`src/rtl/tile_ram_arbiter.sv`:
```
// Single-port tile RAM arbiter: video > clear > game, 2-cycle read latency with tag routing.
// Optional clear engine compiled in with `define TILE_ARB_CLEAR_EN.
module tile_ram_arbiter #(
    parameter int unsigned ADDR_WIDTH  = 13,
    parameter int unsigned DATA_WIDTH  = 3,
    parameter int unsigned DEPTH       = 4800,
    parameter int unsigned CLEAR_VALUE = 0
) (
    input  logic                  i_clk,
    input  logic                  i_rst,
    input  logic                  i_vid_req,
    input  logic [ADDR_WIDTH-1:0] i_vid_addr,
    output logic                  o_vid_valid,
    output logic [DATA_WIDTH-1:0] o_vid_data,
    input  logic                  i_gm_req,
    input  logic                  i_gm_write,
    input  logic [ADDR_WIDTH-1:0] i_gm_addr,
    input  logic [DATA_WIDTH-1:0] i_gm_data,
    output logic                  o_gm_ack,
    output logic                  o_gm_valid,
    output logic [DATA_WIDTH-1:0] o_gm_data,
    output logic [ADDR_WIDTH-1:0] o_ram_addr,
    output logic                  o_ram_write,
    output logic [DATA_WIDTH-1:0] o_ram_data,
    input  logic [DATA_WIDTH-1:0] i_ram_data
`ifdef TILE_ARB_CLEAR_EN
    ,
    input  logic                  i_clr_start,
    output logic                  o_clr_busy
`endif
);

    if (64'(DEPTH) > (64'd1 << ADDR_WIDTH)) begin : g_depth_chk
        $error("DEPTH does not fit in ADDR_WIDTH");
    end
    if (64'(CLEAR_VALUE) >= (64'd1 << DATA_WIDTH)) begin : g_clear_chk
        $error("CLEAR_VALUE does not fit in DATA_WIDTH");
    end

    logic [ADDR_WIDTH-1:0] addr_q;
    logic [DATA_WIDTH-1:0] data_q;
    logic                  rd_c;
    logic                  vid_own_c;
    logic                  tag_rd_q;
    logic                  tag_vid_q;

`ifdef TILE_ARB_CLEAR_EN
    localparam logic [ADDR_WIDTH-1:0] LAST_ADDR = ADDR_WIDTH'(DEPTH - 1);
    localparam logic [DATA_WIDTH-1:0] CLR_DATA  = DATA_WIDTH'(CLEAR_VALUE);

    typedef enum logic {S_IDLE, S_CLEAR} clr_state_t;

    clr_state_t            state_q, state_d;
    logic [ADDR_WIDTH-1:0] cnt_q, cnt_d;

    always_ff @(posedge i_clk) begin
        if (i_rst) begin
            state_q    <= S_IDLE;
            cnt_q      <= '0;
            o_clr_busy <= 1'b0;
        end else begin
            state_q    <= state_d;
            cnt_q      <= cnt_d;
            o_clr_busy <= (state_d == S_CLEAR);
        end
    end

    // Sweep advances only on cycles video leaves the RAM port free
    always_comb begin
        state_d = state_q;
        cnt_d   = cnt_q;
        if (state_q == S_IDLE) begin
            if (i_clr_start) begin
                state_d = S_CLEAR;
            end
        end else if (!i_vid_req) begin
            if (cnt_q == LAST_ADDR) begin
                state_d = S_IDLE;
                cnt_d   = '0;
            end else begin
                cnt_d = cnt_q + ADDR_WIDTH'(1);
            end
        end
    end
`endif

    // RAM port owner select; idle keeps the last address/data on the bus
    always_comb begin
        o_ram_addr  = addr_q;
        o_ram_data  = data_q;
        o_ram_write = 1'b0;
        o_gm_ack    = 1'b0;
        rd_c        = 1'b0;
        vid_own_c   = 1'b0;
        if (!i_rst) begin
            if (i_vid_req) begin
                o_ram_addr = i_vid_addr;
                rd_c       = 1'b1;
                vid_own_c  = 1'b1;
            end
`ifdef TILE_ARB_CLEAR_EN
            else if (state_q == S_CLEAR) begin
                o_ram_addr  = cnt_q;
                o_ram_data  = CLR_DATA;
                o_ram_write = 1'b1;
            end
`endif
            else if (i_gm_req) begin
                o_gm_ack    = 1'b1;
                o_ram_addr  = i_gm_addr;
                o_ram_write = i_gm_write;
                rd_c        = !i_gm_write;
                if (i_gm_write) begin
                    o_ram_data = i_gm_data;
                end
            end
        end
    end

    // Tag stage 1 follows the RAM's own register; stage 2 is the valid/data capture
    always_ff @(posedge i_clk) begin
        if (i_rst) begin
            addr_q      <= '0;
            data_q      <= '0;
            tag_rd_q    <= 1'b0;
            tag_vid_q   <= 1'b0;
            o_vid_valid <= 1'b0;
            o_gm_valid  <= 1'b0;
            o_vid_data  <= '0;
            o_gm_data   <= '0;
        end else begin
            addr_q      <= o_ram_addr;
            data_q      <= o_ram_data;
            tag_rd_q    <= rd_c;
            tag_vid_q   <= vid_own_c;
            o_vid_valid <= tag_rd_q && tag_vid_q;
            o_gm_valid  <= tag_rd_q && !tag_vid_q;
            if (tag_rd_q && tag_vid_q) begin
                o_vid_data <= i_ram_data;
            end
            if (tag_rd_q && !tag_vid_q) begin
                o_gm_data <= i_ram_data;
            end
        end
    end

endmodule

```
`config.mk`:
```
export PLATFORM = sky130hd
export DESIGN_NAME = tile_ram_arbiter
export DESIGN_NICKNAME = d
export VERILOG_FILES = /design/src/rtl/tile_ram_arbiter.sv
export SDC_FILE = /design/constraint.sdc
export NUM_CORES = 1
export LEC_CHECK = 0
export CORE_UTILIZATION = 30
export CTS_CLUSTER_DIAMETER = 100
export DETAILED_ROUTE_END_ITERATION = 16
export GPL_TIMING_DRIVEN = 0
export HOLD_SLACK_MARGIN = 0.1
export SYNTH_ARGS = -nofsm -noshare
export SYNTH_HDL_FRONTEND = slang
export SYNTH_SLANG_ARGS = --single-unit
```
`constraint.sdc`:
```
create_clock -name i_clk -period 1.23 [get_ports i_clk]
set_input_delay 0.246 -clock i_clk [delete_from_list [all_inputs] [get_ports i_clk]]
set_output_delay 0.246 -clock i_clk [all_outputs]
set_load 0.01 [all_outputs]
```
Word-level counts from Yosys, hierarchy flattened
Cells that the tools add are included.
Operators by class
  reductions and logical operators: 4
  mux-type cells: 16
Operator list (count)
  two-way mux 13 bit: 3
  two-way mux 3 bit: 4
  two-way mux 1 bit: 9
  logical AND 1 bit: 2
  zero test 1 bit: 2
Storage, ports and cells
  input bits: 37
  register bits after elaboration: 26
  output and inout bits: 26
  logic and storage cells: 28

Depth between registers and ports, before layout
  word-level depth: 4
  mapped depth: 5
  depth with buffers taken out: 3

Worst setup path after synthesis
Ideal clock, no wire load.
  kind: input-to-output
  from: in i_vid_req
  to: out o_ram_data[0]
  required time: 0.984 ns
  path buffers: 1
  slack: -0.188 ns
  cell stages on the path: 4
  data arrival time: 1.172 ns
  cells stage by stage: nor3b_2 > and2_1 > buf_2 > mux2_1
On the way
  word-level cells in the longest chain between the ends: 2
Ends and longest elaborated chain
  start, declared: RTL line 11  | input logic i_vid_req,
  two-way mux 3 bit: RTL line 96  | if (i_vid_req) begin
  two-way mux 3 bit: RTL line 95  | if (!i_rst) begin
  end, declared: RTL line 24  | output logic [DATA_WIDTH-1:0] o_ram_data,
Every way passes these cells.

Worst setup path in the final report
  from: in i_vid_req
  to: out o_ram_addr[7]
On the way
  word-level cells in the longest chain between the ends: 2
Ends and longest elaborated chain
  two-way mux 13 bit: RTL line 96
  two-way mux 13 bit: RTL line 95
  end, declared: RTL line 22  | output logic [ADDR_WIDTH-1:0] o_ram_addr,
Every way passes these cells.

==> results.yml <==
floorplanning:
  dieArea_um2: 5090
  die_w_um: 71.3
  coreArea_um2: 4470
  die_h_um: 71.3
  start_util: 0.322
  ios: 63
  rows: 24
setup_path:
  arrival_ps: 1250
  path_class: "in -> out"
  startpoint_type: "primary input"
  cp_top_family: "buffers and inverters"
  path_cells: "buf_8, buf_8, buf_8, buf_6, nand2b_4, o22ai_2, a221o_1, buf_2"
  cp-end-kind: "output pin"
  cpMaxStageDelayCell: "a221o_1"
  required_ps: 980
  cp_max_fo: 5
  path_depth: 8
  max_stage_delay_ps: 260
  path_buf_inv: 5
  crit_top_cell: "buf_8"
  reg2regPathDepth: 3
worst_hold_path:
  hold_depth: 3
  min_path_type: "in -> reg"
layout:
  synthToLayoutAreaGrowth_pct: 71.0
  layout_common_cells: "dfxtp_1, clkdlybuf4s50_1, nor2_1, dlygate4sd2_1"
  nNetsFinal: 282
  utilization: 0.551
  num_antenna_cells: 0
  fillers: 415
  finalNonFillerCells: 296
  drive_above_1_share: 0.340
sta:
  fmaxAchievable_ghz: 0.668
  drv_slew: 0
  setup_viol: 16
  period_needed_ps: 1500
  fin_skew_ps: 0.892
  fin_ws_ps: -266
  fin_crit_sh: 1.22
  rsz0062_at_grt: "true"
  maxSlewHeadroom: 0.671
  tightest_slew_ps: 494
  hold_violations: 0
place:
  dp_slack_ps: -1200
  gp_congestion: 0.754
  place.detailed.hpwl_mm: 3.02
  placedCellCount: 282
  portBuffers: 62
logic_synthesis:
  syn_area_per_cell_um2: 8.59
  ys_ff_latch: 26
  synth_area_um2: 1440
  netlist_instances: 168
  syn_nets: 205
  ys_seq_area_frac: 0.361
  yosysWarnings: 0
  yosysUniqueCellTypes: 23
cts:
  numClockSinks: 26
  tritoncts: "yes"
  clk_latency_ps: 270
  clk_path_buf_depth: 2
  cts_root_buf: "clkbuf_8"
  ctsHtreeMaxLevel: 1
  clk_pin_slew_worst_paths_ps: 100
  ctsHoldBuffers: 0
  cts_made_buffers: 3
route:
  vias_per_cell: 5.32
  drc: 5
  antenna_left: 0
  drt-initial-drc-count: 54
  wire_per_inst_um: 15.4
  num_vias: 1575
  drt-total-wl_mm: 4.56
  drt_pass1_iterations: 10
pwr:
  intPower_mw: 1.69
  p_switching_mw: 0.607
  swShare: 0.264
  power_frac_comb: 0.280
  p_seq_frac: 0.405
  max-vdd-ir-drop_uv: 447
  p_leak_nw: 1.10
  totalPowerFinal_mw: 2.30
  clkPwrFrac: 0.315
  power-per-cell-area_nw_per_um2: 932
status:
  run_status: "finished with violations"
  violations: "DRC, setup timing"
global_routing:
  grt_pass1_wl_mm: 7.18
  grtUsageTotal: 0.180
  grt_pass1_vias: 1486
  antenna_found_initial: 0
  grt_max_degree: 16
  gr-total-overflow: 0
job:
  cap_violations: 0
final timing paths:
check	from	to	slack, ps
min reg2reg	o_vid_data[2]	o_vid_data[2]	460
max reg2reg	tag_rd_q	o_gm_data[0]	160
min	i_rst	tag_vid_q	320
max	i_vid_req	o_ram_addr[7]	-270
synth_stat cells (all sizes together):
cell     n  share of area
and2     1         0.0043
nand2b  28           0.12
nand2   17          0.044
nor3b    2          0.014
nand3    3          0.010
buf     12          0.059
o22ai   13          0.056
a21oi    4          0.014
a221o   13          0.090
mux2     3          0.023
and3b    1         0.0061
nor2    20          0.054
nand3b   1         0.0052
inv      1         0.0043
dfxtp   26           0.36
clkbuf   3         0.0078
a311oi  13          0.079
nor2b    1         0.0043
mux2i    6          0.042
routing by layer:
layer  up-vias  GRT usage  share of wire
li1        772          -              -
met1       739      0.249           0.47
met2        60      0.288           0.45
met3         4     0.0338          0.070
met4         0     0.0444         0.0064
met5         -          0              0
sequential cells by signal (all words and copies together), names as in the netlist:
name         count
tag_rd_q         1
o_gm_data        3
addr_q          13
o_vid_data       3
tag_vid_q        1
data_q           3
o_gm_valid       1
o_vid_valid      1
area by class of cell:
cell class                      count  area [um2]  share of cell area
Buffer                             14         134              0.0543
Clock buffer                        3        41.3              0.0167
Clock inverter                      1        30.0              0.0122
Inverter                            1        11.3             0.00456
Multi-Input combinational cell    126         988               0.401
Sequential cell                    26         528               0.214
Tap cell                           52        65.1              0.0264
Timing Repair Buffer               73         669               0.271
power by group through the flow:
stage	clock network (mW)	logic (mW)	registers [mW]
final	0.723	0.644	0.932
after CTS	0.740	0.601	0.927
after floorplan	0	0.286	0.936
after global routing	0.775	0.696	0.938
after detailed placement	0	0.601	0.938
after global placement	0	0.604	0.937
worst register-to-register path, stage by stage (launching register included):
cell and delay (ps):
dfxtp_1 430, nor2b_2 280, mux2i_1 210, nor2_1 50
through the flow:
step           setup TNS [ps]  hold WS, ps  cell area, um2
2_1_floorplan            -247          390            1490
3_3_place_gp           -35590          445            2170
3_5_place_dp           -35380          456            2170
4_1_cts                 -3540          309            2340
5_1_grt                 -3940          311            2470
6_report                -3360          316            2470
what timing repair did:
item | CTS | global route
cloned | 1 | 1
setup endpoints to repair | 51 | 19
pin swaps | 4 | 7
buffers inserted | 6 | 3
gates resized for setup | 130 | 29
hold endpoints to repair | 0 | 0
cell families after synthesis:
group / count (synthesis) / synth area share
AND/OR/NAND/NOR: 74 / 0.264
AO/OA/AOI/OAI: 43 / 0.239
flip-flops: 26 / 0.361
buffers and inverters: 16 / 0.0711
multiplexers: 9 / 0.0650
(Power assumes the default switching activity.)
